--- src/rtl/doc_edit_pkg.sv ---
// Shared types and constants for the keystroke-to-document write sequencer.
package doc_edit_pkg;

  localparam int unsigned ROW_W  = 5;
  localparam int unsigned COL_W  = 5;
  localparam int unsigned ADDR_W = ROW_W + COL_W;

  localparam logic [7:0] KEY_BS    = 8'h08;
  localparam logic [7:0] KEY_LF    = 8'h0A;
  localparam logic [7:0] KEY_CR    = 8'h0D;
  localparam logic [7:0] CHR_SPACE = 8'h20;
  localparam logic [7:0] PRINT_LO  = 8'h20;
  localparam logic [7:0] PRINT_HI  = 8'h7E;

  typedef enum logic [1:0] {
    IDLE,
    WRITE,
    CLR_WAIT
  } state_t;

  typedef enum logic [2:0] {
    CUR_NONE,
    CUR_ADV,
    CUR_RET,
    CUR_NL,
    CUR_HOME
  } cur_cmd_t;

  function automatic logic is_printable(input logic [7:0] c);
    return (c >= PRINT_LO) && (c <= PRINT_HI);
  endfunction

endpackage

--- src/rtl/doc_cursor.sv ---
// Row/column cursor with advance, retreat, newline and home commands.
module doc_cursor
  import doc_edit_pkg::*;
#(
  parameter int unsigned ROWS = 15,
  parameter int unsigned COLS = 20
) (
  input  logic             clk,
  input  logic             rst,
  input  cur_cmd_t         cmd,
  output logic [ROW_W-1:0] row,
  output logic [COL_W-1:0] col,
  output logic [ROW_W-1:0] prev_row_c,
  output logic [COL_W-1:0] prev_col_c,
  output logic             at_origin,
  output logic             at_end
);

  localparam logic [ROW_W-1:0] LAST_ROW = ROW_W'(ROWS - 1);
  localparam logic [COL_W-1:0] LAST_COL = COL_W'(COLS - 1);

  assign at_origin = (row == '0) && (col == '0);
  assign at_end    = (row == LAST_ROW) && (col == LAST_COL);

  // Cell one position behind the cursor; only meaningful when not at origin.
  always_comb begin
    prev_row_c = row;
    prev_col_c = col - COL_W'(1);
    if (col == '0) begin
      prev_row_c = row - ROW_W'(1);
      prev_col_c = LAST_COL;
    end
  end

  always_ff @(posedge clk or posedge rst) begin
    if (rst) begin
      row <= '0;
      col <= '0;
    end else begin
      case (cmd)
        CUR_ADV: begin
          if (!at_end) begin
            if (col == LAST_COL) begin
              row <= row + ROW_W'(1);
              col <= '0;
            end else begin
              col <= col + COL_W'(1);
            end
          end
        end
        CUR_RET: begin
          if (!at_origin) begin
            row <= prev_row_c;
            col <= prev_col_c;
          end
        end
        CUR_NL: begin
          if (row != LAST_ROW) begin
            row <= row + ROW_W'(1);
            col <= '0;
          end
        end
        CUR_HOME: begin
          row <= '0;
          col <= '0;
        end
        default: ;
      endcase
    end
  end

endmodule

--- src/rtl/doc_edit_ctrl.sv ---
// Keystroke-to-document write sequencer: decodes keys, tracks the cursor and
// drives display write/clear strobes, holding keys off while the RAM is wiped.
module doc_edit_ctrl
  import doc_edit_pkg::*;
#(
  parameter int unsigned ROWS         = 15,
  parameter int unsigned COLS         = 20,
  parameter int unsigned CLEAR_CYCLES = 512
) (
  input  logic              clk,
  input  logic              rst,
  input  logic              key_valid,
  input  logic [7:0]        key_data,
  output logic              key_ready,
  input  logic              clear_req,
  output logic [ADDR_W-1:0] write_addr,
  output logic [7:0]        write_in_data,
  output logic              write_ready,
  output logic              clear_data,
  output logic [ROW_W-1:0]  cursor_row,
  output logic [COL_W-1:0]  cursor_col,
  output logic              busy,
  output logic              doc_full
);

  localparam int unsigned CNT_W = (CLEAR_CYCLES > 1) ? $clog2(CLEAR_CYCLES) : 1;

  state_t            state;
  logic [CNT_W-1:0]  clr_cnt;
  logic              clr_pend;

  cur_cmd_t          cur_cmd_c;
  logic [ROW_W-1:0]  prev_row_c;
  logic [COL_W-1:0]  prev_col_c;
  logic              at_origin;
  logic              at_end;

  logic              clr_go_c;
  logic              key_acc_c;
  logic              do_wr_c;
  logic [ADDR_W-1:0] wr_addr_c;
  logic [7:0]        wr_data_c;
  logic              set_full_c;
  logic              clr_full_c;

  doc_cursor #(
    .ROWS (ROWS),
    .COLS (COLS)
  ) u_cursor (
    .clk        (clk),
    .rst        (rst),
    .cmd        (cur_cmd_c),
    .row        (cursor_row),
    .col        (cursor_col),
    .prev_row_c (prev_row_c),
    .prev_col_c (prev_col_c),
    .at_origin  (at_origin),
    .at_end     (at_end)
  );

  // Key decode; a pending clear also holds keys off so none is lost to it.
  always_comb begin
    key_ready  = (state == IDLE) && !clear_req && !clr_pend;
    clr_go_c   = (state == IDLE) && (clear_req || clr_pend);
    key_acc_c  = key_valid && key_ready;
    cur_cmd_c  = CUR_NONE;
    do_wr_c    = 1'b0;
    wr_addr_c  = {cursor_row, cursor_col};
    wr_data_c  = key_data;
    set_full_c = 1'b0;
    clr_full_c = 1'b0;
    if (clr_go_c) begin
      cur_cmd_c = CUR_HOME;
    end else if (key_acc_c) begin
      if (is_printable(key_data)) begin
        if (!doc_full) begin
          do_wr_c    = 1'b1;
          cur_cmd_c  = CUR_ADV;
          set_full_c = at_end;
        end
      end else if ((key_data == KEY_CR) || (key_data == KEY_LF)) begin
        cur_cmd_c = CUR_NL;
      end else if (key_data == KEY_BS) begin
        wr_data_c = CHR_SPACE;
        if (doc_full) begin
          do_wr_c    = 1'b1;
          clr_full_c = 1'b1;
        end else if (!at_origin) begin
          do_wr_c   = 1'b1;
          cur_cmd_c = CUR_RET;
          wr_addr_c = {prev_row_c, prev_col_c};
        end
      end
    end
  end

  always_ff @(posedge clk or posedge rst) begin
    if (rst) begin
      state         <= CLR_WAIT;
      clr_cnt       <= CNT_W'(CLEAR_CYCLES - 1);
      clr_pend      <= 1'b0;
      busy          <= 1'b1;
      doc_full      <= 1'b0;
      write_ready   <= 1'b0;
      clear_data    <= 1'b0;
      write_addr    <= '0;
      write_in_data <= '0;
    end else begin
      write_ready <= 1'b0;
      clear_data  <= 1'b0;
      case (state)
        IDLE: begin
          if (clr_go_c) begin
            state      <= CLR_WAIT;
            clr_cnt    <= CNT_W'(CLEAR_CYCLES - 1);
            clr_pend   <= 1'b0;
            busy       <= 1'b1;
            clear_data <= 1'b1;
            doc_full   <= 1'b0;
          end else if (key_acc_c) begin
            state       <= WRITE;
            write_ready <= do_wr_c;
            if (do_wr_c) begin
              write_addr    <= wr_addr_c;
              write_in_data <= wr_data_c;
            end
            if (set_full_c) begin
              doc_full <= 1'b1;
            end else if (clr_full_c) begin
              doc_full <= 1'b0;
            end
          end
        end
        WRITE: begin
          state <= IDLE;
          if (clear_req) begin
            clr_pend <= 1'b1;
          end
        end
        CLR_WAIT: begin
          if (clr_cnt == '0) begin
            state <= IDLE;
            busy  <= 1'b0;
          end else begin
            clr_cnt <= clr_cnt - CNT_W'(1);
          end
        end
        default: state <= IDLE;
      endcase
    end
  end

endmodule

--- config.mk ---
export PLATFORM = sky130hd
export DESIGN_NAME = doc_edit_ctrl
export DESIGN_NICKNAME = d
export VERILOG_FILES = /design/src/rtl/doc_edit_pkg.sv /design/src/rtl/doc_cursor.sv /design/src/rtl/doc_edit_ctrl.sv
export SDC_FILE = /design/constraint.sdc
export NUM_CORES = 1
export LEC_CHECK = 0
export ABC_AREA = 1
export BUFFER_PORTS_ARGS = -buffer_cell sky130_fd_sc_hd__buf_2
export CAP_MARGIN = 20
export CELL_PAD_IN_SITES_DETAIL_PLACEMENT = 1
export CELL_PAD_IN_SITES_GLOBAL_PLACEMENT = 2
export CORE_MARGIN = 8
export CORE_UTILIZATION = 30
export DETAILED_ROUTE_END_ITERATION = 8
export PLACE_DENSITY = 0.78
export SYNTH_ARGS = -nofsm -noshare
export SYNTH_HDL_FRONTEND = slang
export SYNTH_SLANG_ARGS = --single-unit
export TNS_END_PERCENT = 20
--- constraint.sdc ---
create_clock -name clk -period 1.6 [get_ports clk]
set_clock_uncertainty 0.1 [all_clocks]
set_input_delay 0.4 -clock clk [delete_from_list [all_inputs] [get_ports clk]]
set_output_delay 0.4 -clock clk [all_outputs]
set_load 0.01 [all_outputs]
# Yosys cells after proc, flatten, opt, wreduce, memory -nomap -nowiden
# Cells that the tools add are included.
[word_totals]
reg_bits = 44
input_bits = 12
out_inout_bits = 33
elab_cells = 136
[op_classes]
add_sub_neg = 5
n_lt_le_gt_ge = 2
eq_ne = 21
mux = 68
bitwise_logic = 1
n_reduce_logical = 28
[ops]
columns = ["cell", "n"]
rows = [
  ["10-bit 2-to-1 mux", 5],
  ["5-bit 2-to-1 mux", 10],
  ["5-bit one-hot mux with 4 select lines", 2],
  ["1-bit 2-to-1 mux", 32],
  ["8-bit by 4-bit == test with 1-bit output (second input constant)", 3],
  ["8-bit 2-to-1 mux", 3],
  ["9-bit 2-to-1 mux", 2],
  ["9-bit one-hot mux with 2 select lines", 1],
  ["2-bit 2-to-1 mux", 7],
  ["2-bit != test (second input constant)", 6],
  ["3-bit AND reduction", 4],
  ["5-bit by 1-bit adder with 5-bit output (second input constant)", 2],
  ["5-bit zero test", 2],
  ["5-bit by 1-bit subtractor with 5-bit output (second input constant)", 2],
  ["9-bit zero test", 1],
  ["3-bit 2-to-1 mux", 3],
  ["9-bit by 1-bit subtractor with 9-bit output (second input constant)", 1],
  ["8-bit by 6-bit >= comparator with 1-bit output (second input constant)", 1],
  ["8-bit by 7-bit less-or-equal comparator with 1-bit output (second input constant)", 1],
  ["4-bit AND reduction", 2],
  ["1-bit logical AND", 7],
  ["3-bit by 2-bit == test with 1-bit output (second input constant)", 2],
  ["2-bit nonzero test", 3],
  ["5-bit by 4-bit == test with 1-bit output (second input constant)", 1],
  ["other kinds (18)", 22],
]

# Logic depth before layout (Yosys ltp)
# Gate-level depths: netlist of the first run.
[logic_depth]
word_depth = 12
mapped_depth = 12
ltp_nobuf = 12

# Modules after synthesis
# From an unflattened synthesis of the first run, not the netlist that was laid out.
[hier_totals]
hier_cells = 481
hier_area_um2 = 3178.0
[by_module_without_submodules]
columns = ["module", "n_inst", "cells_each", "area_each_um2", "seq_area_each_um2"]
rows = [
  ["doc_edit_ctrl", 1, 315, 2125.8, 864.6],
  ["doc_cursor", 1, 166, 1052.3, 250.2],
]

# Least setup slack after synthesis of the first run
# OpenSTA, ideal clock, no wires.
[synth_timing]
path_type = "register to register"
startpoint = "register u_cursor.row[0]"
endpoint = "register write_addr[7]"
setup_ps = 118
arrival_ps = 1617
path_slack_ps = -235
path_stages_with_launch = 12
n_path_buf = 1
period_less_slack_ps = 1835
cell_sequence = "dfrtp_1 -> inv_1 -> ha_1 -> nand2_2 -> nor2_4 -> nand2_4 -> o21ai_1 -> nand2_1 -> buf_4 -> nor2_1 -> o21bai_1 -> inv_1"
[synth_between]
elab_chain_len = 10
word_cells_on_any_way = 17
classes_between = "add/sub (1); mux (13); reduce/logical (3)"
[synth_rtl]
columns = ["element", "line_no", "rtl"]
rows = [
  ["from (decl)", "doc_cursor.sv:11", "output logic [ROW_W-1:0] row,"],
  ["from (signal assigned)", "doc_cursor.sv:44", "row <= row + ROW_W'(1);"],
  ["from (signal assigned)", "doc_cursor.sv:53", "row <= prev_row_c;"],
  ["from (signal assigned)", "doc_cursor.sv:59", "row <= row + ROW_W'(1);"],
  ["5-bit zero test", "doc_cursor.sv:22", "assign at_origin = (row == '0) && (col == '0);"],
  ["1-bit logical AND", "doc_cursor.sv:22", ""],
  ["1-bit 2-to-1 mux", "doc_edit_ctrl.sv:88", "end else if (!at_origin) begin"],
  ["1-bit 2-to-1 mux", "doc_edit_ctrl.sv:85", "if (doc_full) begin"],
  ["1-bit 2-to-1 mux", "doc_edit_ctrl.sv:83", "end else if (key_data == KEY_BS) begin"],
  ["1-bit 2-to-1 mux", "doc_edit_ctrl.sv:81", "end else if ((key_data == KEY_CR) || (key_data == KEY_LF)) begin"],
  ["1-bit 2-to-1 mux", "doc_edit_ctrl.sv:75", "if (is_printable(key_data)) begin"],
  ["1-bit 2-to-1 mux", "doc_edit_ctrl.sv:74", "end else if (key_acc_c) begin"],
  ["1-bit 2-to-1 mux", "doc_edit_ctrl.sv:72", "if (clr_go_c) begin"],
  ["4-bit AND reduction (no source line)", "n/a", ""],
  ["to (signal assigned)", "doc_edit_ctrl.sv:124", "write_addr <= wr_addr_c;"],
  ["to (decl)", "doc_edit_ctrl.sv:16", "output logic [ADDR_W-1:0] write_addr,"],
]
# Several ways; a longest one is shown, not always the timed one.
# A chain may end at the register's enable or synchronous reset.

# Worst setup path in the final report of the first run
[layout_timing]
startpoint = "register u_cursor.col[1]"
endpoint = "register u_cursor.col[0]"
[layout_between]
elab_chain_len = 12
word_cells_on_any_way = 25
classes_between = "eq/ne (8); mux (12); reduce/logical (5)"
[layout_rtl]
columns = ["element", "line_no", "rtl"]
rows = [
  ["from (decl)", "doc_cursor.sv:12", "output logic [COL_W-1:0] col,"],
  ["from (signal assigned)", "doc_cursor.sv:47", "col <= col + COL_W'(1);"],
  ["from (signal assigned)", "doc_cursor.sv:54", "col <= prev_col_c;"],
  ["5-bit zero test", "doc_cursor.sv:22, doc_cursor.sv:29", ""],
  ["1-bit logical AND", "doc_cursor.sv:22", ""],
  ["2-bit 2-to-1 mux", "doc_edit_ctrl.sv:88", ""],
  ["2-bit 2-to-1 mux", "doc_edit_ctrl.sv:85", ""],
  ["2-bit 2-to-1 mux", "doc_edit_ctrl.sv:83", ""],
  ["2-bit 2-to-1 mux", "doc_edit_ctrl.sv:81", ""],
  ["3-bit 2-to-1 mux", "doc_edit_ctrl.sv:75", ""],
  ["3-bit 2-to-1 mux", "doc_edit_ctrl.sv:74", ""],
  ["3-bit 2-to-1 mux", "doc_edit_ctrl.sv:72", ""],
  ["3-bit by 2-bit == test with 1-bit output, or another cell as far along", "doc_cursor.sv:40", "case (cmd)"],
  ["2-bit by 1-bit != test with 1-bit output (no source line), or another cell as far along", "n/a", ""],
  ["4-bit AND reduction (no source line)", "n/a", ""],
]
# Several ways; a longest one is shown, not always the timed one. The select of a mux whose other input is x is not followed.

==> metrics.yaml, run 1 <==
outcome: "complete, but fails checks"
violations: "negative setup slack"
die_h_um: 116
switchingPower_uw: 470
placeableCoreArea_mm2: 0.00968
detailroute.via_count: 3037
path_category_of_the_worst_min_delay_check: "input port to asynchronous set/reset pin"
grt_overflow_total: 0
drv.max_cap_violation_count: 0
synth_nets: 410
drt_iter0_drc: 89
report.final.hold_viol_count: 0
syn-instance-count: 390
dieWidth_um: 116
postLayoutCellArea_mm2: 0.00428
cellLeakagePower_nw: 2.28
worst_slack_ns: -0.191
comb_power_share: 0.053
cts_tree: "done"
post-route-period-util: 1.12
final_weighted_congestion_in_routability_driven_placement: 0.879
synth_seq_cells: 44
clock-root-buffer: "clkbuf_8"
h_tree_level_count: 2
placementRows: 36
synth.distinct_cells: 35
timing.critical_path.slowest_cell_delay_ns: 0.41
grt_antenna_before_repair: 0
track_usage: 0.153
post-route-drc-count: 0
fin_crit_ns: 1.79
timing.critical_path.to_type: "flip-flop"
antenna_left: 0
setup_viol: 31
numClockSinks: 44
critical_path_buf_inv_count: 2
post_synth.cell_area_avg_um2: 7.63
fp.dieArea_mm2: 0.0134
cts.clk_slew.worst_paths_ns: 0.09
detailedPlace.worstSlack_ns: -0.278
arrival_ns: 1.88
design.final.nets: 534
crit_path_max_fanout: 6
layout-drive-gt1-share: 0.441
clk_latency_ns: 0.30
non_filler_instance_count_after_layout: 648
floorplan.initialDensity: 0.307
required_ns: 1.69
detail_route.vias_per_cell: 4.69
worst_slew_pin_slew_ns: 0.313
maximum_achievable_frequency_mhz: 558
grt_start_max_net_pins: 45
grt_first_pass_wirelength_um: 16400
area_growth_syn_to_fin_pct: 43.8
p_int_mw: 1.62
pin_count: 45
synth-seq-area-share: 0.375
critical_path.cell_chain: "buf_4, ha_2, nand2_2, nor2_2, nand2_2, nand3_2, nand4_4, nand2_4, inv_4, nand2_1, nand2_1"
power.clock.fraction: 0.414
post-dp-hpwl_um: 7690
clock_tree.buffer_depth: 2
numPortBuffers: 44
placedInstanceArea_mm2: 0.00397
power.switching_fraction: 0.225
worstSetupPathType: "flip-flop to flip-flop"
design_power_total_mw: 2.09
vdd_ir_drop_max_v: 0.000360
layout.cells.most_common_list: "109 x nand2_1, 66 x buf_4, 41 x buf_2"
yosysWarnings: 0
detailedRoute.firstPassIterationCount: 4
crit_path_start_kind: "flip-flop"
power_per_cell_area_mw_per_mm2: 489
timing.critical_path.slowest_stage_cell: "dfrtp_2"
antenna_cells_inserted: 0
share_seq_of_total_power: 0.533
cts_inserted_buffers: 5
dp.cells: 635
wl_per_cell_um: 14.9
finalSetupTns_ns: -4.62
finalMaxSlewViolations: 0
commonest_non_fill_non_tap_cell_in_the_layout: "nand2_1"
max_slew_headroom: 0.789
routed_wl_um: 9680
rsz_0062_raised_after_global_routing: "yes"
post_synth_instance_area_mm2: 0.00297
critical_path.top_delay_family: "simple AND/OR/NAND/NOR gates"
grt_pass1_vias: 3277
## path summary, 6_finish.rpt
check	slack, ns	depth (start not counted)	end	start
min in group clk	0.27	3	write_in_data[4]	key_data[4]
min reg2reg	0.37	2	write_in_data[3]	write_in_data[3]
max reg2reg	-0.19	11	u_cursor.col[0]	u_cursor.col[1]
max	-0.19	11	u_cursor.col[0]	u_cursor.col[1]
max in group asynchronous	1.10	3	clr_cnt[5]	rst
min	0.02	3	clear_data	rst
## cell usage after synthesis
| cell | n | area (um^2) |
|---|---|---|
| nand2_1 | 118 | 443 |
| inv_1 | 35 | 131 |
| dfrtp_1 | 33 | 826 |
| nand3_1 | 31 | 155 |
| nor2_1 | 31 | 116 |
| o21ai_0 | 16 | 80.1 |
| nand4_1 | 14 | 87.6 |
| dfstp_2 | 11 | 289 |
| inv_2 | 10 | 37.5 |
| o21ai_1 | 9 | 45.0 |
| ha_1 | 8 | 100 |
| nand2_2 | 8 | 50.1 |
| nor2_4 | 8 | 90.1 |
| a21oi_1 | 7 | 35.0 |
| nand3_2 | 6 | 60.1 |
| xor2_1 | 6 | 52.6 |
| nor2_2 | 5 | 31.3 |
| buf_2 | 4 | 20.0 |
| nand2_4 | 4 | 45.0 |
| buf_4 | 3 | 22.5 |
| nand3_4 | 3 | 52.6 |
| o22ai_1 | 3 | 18.8 |
| buf_6 | 2 | 22.5 |
| nor2_8 | 2 | 40.0 |
| o21ai_2 | 2 | 17.5 |
| o21bai_1 | 2 | 15.0 |
| a22oi_1 | 1 | 7.51 |
| a31oi_1 | 1 | 6.26 |
| nand4_4 | 1 | 21.3 |
| nor3_1 | 1 | 5.00 |
| o2111ai_1 | 1 | 8.76 |
| o211ai_1 | 1 | 7.51 |
| o21ai_4 | 1 | 16.3 |
| o32ai_1 | 1 | 8.76 |
| xnor2_1 | 1 | 8.76 |
## per-stage QoR
stage                      util  hold slack, ns
after floorplan               -           0.361
after global placement    0.410           0.351
after detailed placement  0.410           0.356
after CTS                 0.436          0.0293
after global routing      0.441          0.0546
final                     0.441          0.0236
## tightest hold or removal path: cells and delay by family
family / cells / cell delay (ns)
buf+inv: 3 / 0.40
## cell type report
cell class,instances,area [um^2]
sequential,44,1120
clock inverter,2,35.0
multi-input combinational,292,1770
timing repair buffer,126,941
inverter,45,174
fill,1207,5410
clock buffer,6,72.6
tap,133,166
## sequential cells by signal, summed over array words and instances, names as in the netlist
register	cells
write_addr	10
clr_cnt	9
write_in_data	8
u_cursor.col	5
u_cursor.row	5
state	2
busy	1
clear_data	1
clr_pend	1
doc_full	1
write_ready	1
## cell families after synthesis
| kind of cell | synth area share |
|---|---|
| AND/OR/NAND/NOR | 0.403 |
| buffers and inverters | 0.0787 |
| AO/OA/AOI/OAI | 0.0896 |
| flip-flops | 0.375 |
| adder cells (fa/ha/maj) | 0.0337 |
| XOR/XNOR | 0.0206 |
## metal layers
metal / global-route usage / share of wire / vias to the layer above
met5: 0 / 0 / -
met1: 0.182 / 0.44 / 1478
li1: - / - / 1508
met2: 0.277 / 0.51 / 40
met3: 0.0234 / 0.038 / 11
met4: 0.0385 / 0.012 / 0
## power groups by stage
stage / clock network (mW) / logic, mW / registers [mW]
6_report: 0.865 / 0.111 / 1.11
5_1_grt: 0.937 / 0.125 / 1.11
4_1_cts: 0.903 / 0.115 / 1.11
3_5_place_dp: 0 / 0.112 / 1.13
3_3_place_gp: 0 / 0.109 / 1.13
2_1_floorplan: 0 / 0.0478 / 1.13
## timing repair
action                     in CTS  in global routing
gates resized for setup        35                 11
pin swaps                      10                  4
hold buffers                    0                  0
buffers inserted                4                  1
setup endpoints to repair      39                 44
No activity file was read; power rests on OpenSTA's default activity.
==> run 2, diff against run 1 <==
SETUP_SLACK_MARGIN = 0.2   (was not set)
==> run 2 against run 1 <==
  * The run still ends with negative setup slack left
  * Register-to-register slack lost 0.02 ns
  * Fmax shrank 0.94%
  * Clock-buffer cell count is the same
  * First-iteration DRC count shrank 5.6%
  * Core utilization grew 1.1 points
  * Power shrank 5.1%
  * Global-route usage shrank 0.092 points
  * Wire length grew 1.1%
  * Non-clock buffer count grew 2
  * Clock power shrank 13%
  * Sequential cell count is the same
  * Design area grew 2.5%
  * Critical path type unchanged
==> metrics.yaml, run 2 (synthesis results as in run 1) <==
worstSetupPathType: "flip-flop to flip-flop"
power_per_cell_area_mw_per_mm2: 452
largest_register_ffs: 10
finalMaxSlewViolations: 0
numPortBuffers: 44
placedInstanceArea_mm2: 0.00396
cellLeakagePower_nw: 2.31
area_growth_syn_to_fin_pct: 47.4
numClockSinks: 44
routed_wl_um: 9790
layout.core_utilization: 0.453
post-dp-hpwl_um: 7800
layout_top_registers: "write_addr (10), clr_cnt (9), write_in_data (8)"
dieWidth_um: 116
track_usage: 0.152
cts.clk_slew.worst_paths_ns: 0.09
detailroute.via_count: 3055
pin_count: 45
timing.critical_path.slowest_stage_cell: "dfrtp_1"
detail_route.vias_per_cell: 4.70
final_weighted_congestion_in_routability_driven_placement: 0.906
outcome: "complete, but fails checks"
timing.hold.worst.start: "key_data[4]"
vdd_ir_drop_max_v: 0.000325
critical_path.reg2reg.startpoint: "state[0]"
timing.critical_path.slowest_cell_delay_ns: 0.42
arrival_ns: 1.90
critical_path_buf_inv_count: 1
finalSetupTns_ns: -4.55
crit_path_frequent_cell: "nand3_4"
critical_path.cell_chain: "nor2_4, nand3_4, nor2_4, nand3_4, nand2_2, nand3_4, nand2_4, inv_6, nand2_2, nand2_1"
largest-register: "write_addr"
crit_path_start_kind: "flip-flop"
grt_overflow_total: 0
worst_slack_ns: -0.208
grt_start_max_net_pins: 17
setup_viol: 33
detailedRoute.firstPassIterationCount: 4
hold_ws_ns: 0.246
drv.max_cap_violation_count: 0
grt_antenna_before_repair: 0
h_tree_level_count: 2
grt_first_pass_wirelength_um: 16100
floorplan.initialDensity: 0.307
worst_slew_pin_slew_ns: 0.374
timing.critical_path.to_type: "flip-flop"
post-route-drc-count: 0
wl_per_cell_um: 15.1
antenna_cells_inserted: 0
grt_pass1_vias: 3267
path_category_of_the_worst_min_delay_check: "input port to flip-flop"
rsz_0062_raised_after_global_routing: "yes"
layout.cells.most_common_list: "106 x nand2_1, 64 x buf_4, 32 x buf_2"
antenna_left: 0
post-route-period-util: 1.13
max_slew_headroom: 0.751
clock-root-buffer: "clkbuf_8"
crit_path_max_fanout: 7
commonest_non_fill_non_tap_cell_in_the_layout: "nand2_1"
maximum_achievable_frequency_mhz: 553
critPathLaunch: "state[0]"
required_ns: 1.70
critical_path.top_delay_family: "simple AND/OR/NAND/NOR gates"
clock_tree.buffer_depth: 2
drt_iter0_drc: 84
clk_latency_ns: 0.30
report.final.hold_viol_count: 0
cts_tree: "done"
design_power_total_mw: 1.98
fp.dieArea_mm2: 0.0134
design.final.nets: 536
placeableCoreArea_mm2: 0.00968
violations: "negative setup slack"
placementRows: 36
postLayoutCellArea_mm2: 0.00438
die_h_um: 116
fin_crit_ns: 1.81
layout-drive-gt1-share: 0.462
cts_inserted_buffers: 5
run 2: worst paths after layout:
check,slack [ns],cells past startpoint,endpoint
worst max-delay path,-0.21,10,u_cursor.col[2]
worst min-delay path,0.25,3,write_in_data[4]
worst max register to register,-0.21,10,u_cursor.col[2]
worst min register to register,0.37,2,write_in_data[0]
max in group asynchronous,0.39,4,state[1]
min in group asynchronous,0.52,3,write_in_data[3]
run 2: tightest hold or removal path, cell delays in order:
cell and delay, ns:
buf_2 0.10, nand2_1 0.05, nand2_1 0.05
run 2: timing repair:
action | in CTS | in global routing
endpoints found under the hold margin | 13 | 0
pin swaps | 11 | 14
gates cloned | 0 | 0
setup buffers | 1 | 4
resized for setup | 42 | 32
setup endpoints to repair | 55 | 55
hold buffers | 1 | 0
run 2: routing by layer:
metal	GRT usage	vias to the layer above	part of all wire
met3	0.0261	18	0.037
met2	0.273	44	0.51
li1	-	1516	-
met1	0.177	1477	0.43
met4	0.0517	0	0.022
met5	0	-	0
run 2: power breakdown:
| part | total (mW) | internal [mW] | switching (mW) |
|---|---|---|---|
| registers | 1.11 | 1.11 | 0 |
| logic | 0.116 | 0.0449 | 0.0711 |
| clock network | 0.755 | 0.346 | 0.409 |
| total | 1.98 | 1.50 | 0.480 |
run 2: area by class of cell:
class,instances,area (um^2)
fillers,1187,5300
multi-input cells,292,1810
flip-flops and latches,44,1120
repair buffers,128,1020
inverters,45,176
well taps,133,166
clock buffers,6,82.6
clock inverters,2,10.0
run 2: metrics by stage:
| step | std cells | setup WS [ns] |
|---|---|---|
| 2_1_floorplan | 390 | -0.0942 |
| 3_3_place_gp | 636 | -0.242 |
| 3_5_place_dp | 636 | -0.292 |
| 4_1_cts | 646 | -0.201 |
| 5_1_grt | 650 | -0.298 |
| 6_report | 650 | -0.208 |
==> run 3, diff against run 2 <==
ABC_AREA = 0   (was 1)
CORE_UTILIZATION = 32   (was 30)
PLACE_DENSITY = not set   (was 0.78)
PLACE_DENSITY_LB_ADDON = 0.1   (was not set)
==> run 3 against run 2 <==
  * The flow still finishes with violations (negative setup slack)
  * Sequential power increased by 59%
  * Fmax down 23%
  * Synthesized cell count fell by 33%
  * Wire length down 10%
  * Sequential share of layout area up 0.99 points
  * Hold slack lost 0.22 ns
  * Clock-buffer cell count rose by 1
  * Register-to-register slack worse by 0.53 ns
  * Synthesized area shrank 13%
  * Die area decreased by 16%
  * Sequential cell count is the same
  * Critical path type unchanged
  * Largest power group is now combinational logic
  * Highest routed layer unchanged
==> metrics.yaml, run 3 <==
outcome: "complete, but fails checks"
violations: "negative setup slack"
wl_per_cell_um: 17.0
vdd_ir_drop_max_v: 0.000464
synth_top_area_cell: "dfrtp_1"
synth_compound_gate_area_share: 0.177
detailedPlace.worstSlack_ns: -0.739
synth.area.top_cells: "dfrtp_1 32%, dfstp_2 11%, ha_1 3.9%"
clock_tree.buffer_depth: 2
detailroute.via_count: 2563
die_h_um: 106
worst_slew_pin_slew_ns: 0.424
globalRoute.busiestLayer: "met2"
layout-drive-gt1-share: 0.570
post-route-period-util: 1.46
pin_count: 45
switchingPower_mw: 2.36
max_slew_headroom: 0.715
clock-root-buffer: "clkbuf_8"
commonest_non_fill_non_tap_cell_in_the_layout: "buf_4"
grt_pass1_vias: 2738
largest_register_ffs: 10
crit_path_max_fanout: 5
rsz_0062_raised_after_global_routing: "yes"
asyncSetResetFlopFracSynth: 1.00
numPortBuffers: 44
grt_use_met3: 0.0357
timing.critical_path.to_type: "flip-flop"
report.final.hold_viol_count: 0
postLayoutCellArea_mm2: 0.00420
synth_nets: 282
drt_iter0_drc: 42
maximum_achievable_frequency_mhz: 427
clk_latency_ns: 0.31
arrival_ns: 2.42
placementRows: 33
final_weighted_congestion_in_routability_driven_placement: 0.770
detail_route.vias_per_cell: 4.94
ys_dominant_reg_cell: "dfrtp_1"
power_per_cell_area_mw_per_mm2: 1470
post_synth_instance_area_mm2: 0.00260
synth_mux_area_frac: 0.0414
layout.core_utilization: 0.522
h_tree_level_count: 2
crit_path_start_kind: "flip-flop"
power.switching_fraction: 0.381
grt_antenna_before_repair: 0
numClockSinks: 44
groute.layer.met2.usage: 0.255
comb_power_share: 0.572
synthSimpleGateAreaFrac: 0.240
antenna_cells_inserted: 0
global_route.usage.met1: 0.189
detailedRoute.firstPassIterationCount: 4
track_usage: 0.152
path_category_of_the_worst_min_delay_check: "input port to asynchronous set/reset pin"
required_ns: 1.69
layout.cells.most_common_list: "88 x buf_4, 35 x buf_2, 31 x dfrtp_1"
post-dp-hpwl_um: 6270
fin_crit_ns: 2.34
p_int_mw: 3.83
worst_slack_ns: -0.739
layout_top_registers: "write_addr (10), clr_cnt (9), write_in_data (8)"
post-synth-top-count-cell: "dfrtp_1"
fp.dieArea_mm2: 0.0113
placedInstanceArea_mm2: 0.00363
floorplan.initialDensity: 0.322
power.clock.fraction: 0.143
synth_top_cell_area_share: 0.318
design.final.nets: 433
yosysWarnings: 0
synth.cells.most_frequent: "33 x dfrtp_1, 26 x nor2_1, 17 x a21oi_1"
antenna_left: 0
post_synth.cell_area_avg_um2: 9.91
combinational_family_with_the_most_area_after_synthesis: "simple AND/OR/NAND/NOR gates"
finalMaxSlewViolations: 0
critical_path.reg2reg.startpoint: "u_cursor.col[1]"
dieWidth_um: 106
setup.reg_to_reg.worst_slack_ns: -0.74
cts_tree: "done"
synth_seq_cells: 44
post-route-drc-count: 0
share_seq_of_total_power: 0.285
placeableCoreArea_mm2: 0.00805
synth_edf_count: 0
synth.distinct_cells: 63
syn-instance-count: 262
synth-seq-area-share: 0.429
grt_start_max_net_pins: 45
r2r_end: "u_cursor.col[2]"
cellLeakagePower_nw: 1.97
post_synth_fa_ha_maj_area_fraction: 0.0386
area_growth_syn_to_fin_pct: 61.8
largest-register: "write_addr"
grt_first_pass_wirelength_um: 13800
drv.max_cap_violation_count: 0
cts.clk_slew.worst_paths_ns: 0.09
setup_viol: 44
design_power_total_mw: 6.19
grt_overflow_total: 0
routed_wl_um: 8800
worstSetupPathType: "flip-flop to flip-flop"
cts_inserted_buffers: 5
worstRegToRegCells: 9
yosys.area_share.xor_xnor: 0.0270
==> run 3: cell types whose count changed after synthesis, sizes merged, moves of 5 or more <==
cell | before | now
nor4 | 0 | 11
nand2 | 130 | 14
nand3 | 40 | 9
nor2 | 46 | 27
nand4 | 15 | 2
nor3 | 1 | 11
o211ai | 1 | 6
inv | 45 | 16
mux2 | 0 | 6
nor2b | 0 | 6
a31oi | 1 | 6
a21oi | 7 | 17
o21ai | 28 | 6
==> run 3: cell type report <==
cell class / count / area [um^2]
Fill cell: 919 / 3850
Multi-Input combinational cell: 191 / 1570
Sequential cell: 44 / 1120
Clock inverter: 1 / 8.76
Inverter: 17 / 63.8
Clock buffer: 7 / 108
Timing Repair Buffer: 154 / 1200
Tap cell: 105 / 131
==> run 3: worst max-delay path, cell delays in order (launching register included) <==
cell     delay, ns
dfrtp_2       0.42
inv_2         0.08
ha_4          0.13
or4b_4        0.53
nor2_8        0.21
buf_6         0.12
buf_6         0.08
nor4_2        0.04
o41ai_2       0.39
o31ai_2       0.12
==> run 3: cells by family (layout without fill, tap and decap cells) <==
| family | count (synthesis) | in the layout |
|---|---|---|
| adders and majority gates | 8 | 8 |
| xor gates and xnor gates | 8 | 8 |
| buffers and inverters | 27 | 179 |
| AOI/OAI and AO/OA | 62 | 62 |
| DFF | 44 | 44 |
| and+or+nand+nor | 103 | 103 |
| muxes | 10 | 10 |
==> run 3: power by group through the flow <==
stage,Combinational (mW),Clock (mW),Sequential [mW]
floorplan,1.34,0,1.95
global placement,2.86,0,1.76
detailed placement,2.92,0,1.78
CTS,3.15,0.910,1.77
global route,3.85,0.932,1.82
finish,3.54,0.885,1.76
==> run 3: repair_timing <==
action,in CTS,in global routing
setup endpoints to repair,55,56
resized for setup,38,30
hold buffers,0,0
hold endpoints to repair,0,0
buffers inserted,7,13
pin swaps,20,13
==> run 3: worst max-delay path by stage <==
| stage | start | to | slack [ns] | cells after the start |
|---|---|---|---|---|
| 6_report | u_cursor.col[1] | u_cursor.col[2] | -0.74 | 9 |
| 5_1_grt | u_cursor.col[1] | u_cursor.col[1] | -0.81 | 9 |
| 4_1_cts | u_cursor.col[0] | u_cursor.col[4] | -0.64 | 9 |
| 3_5_place_dp | key_data[5] | write_in_data[6] | -0.74 | 7 |
| 3_3_place_gp | key_data[5] | write_in_data[1] | -0.71 | 7 |
| 2_1_floorplan | u_cursor.col[0] | u_cursor.col[1] | -0.68 | 10 |
==> run 3: metal layers <==
metal	share of wire	routed length, um
met1	0.46	4020
met2	0.50	4370
met3	0.035	308
met4	0.011	93
met5	0	0
==> run 3: stage by stage <==
stage | TNS, ns | instances | hold WS, ns
4_1_cts | -19.88 | 506 | 0.0314
3_5_place_dp | -23.90 | 491 | 0.368
3_3_place_gp | -22.94 | 491 | 0.367
2_1_floorplan | -19.76 | 262 | 0.394
5_1_grt | -25.53 | 519 | 0.0538
6_report | -20.99 | 519 | 0.0259
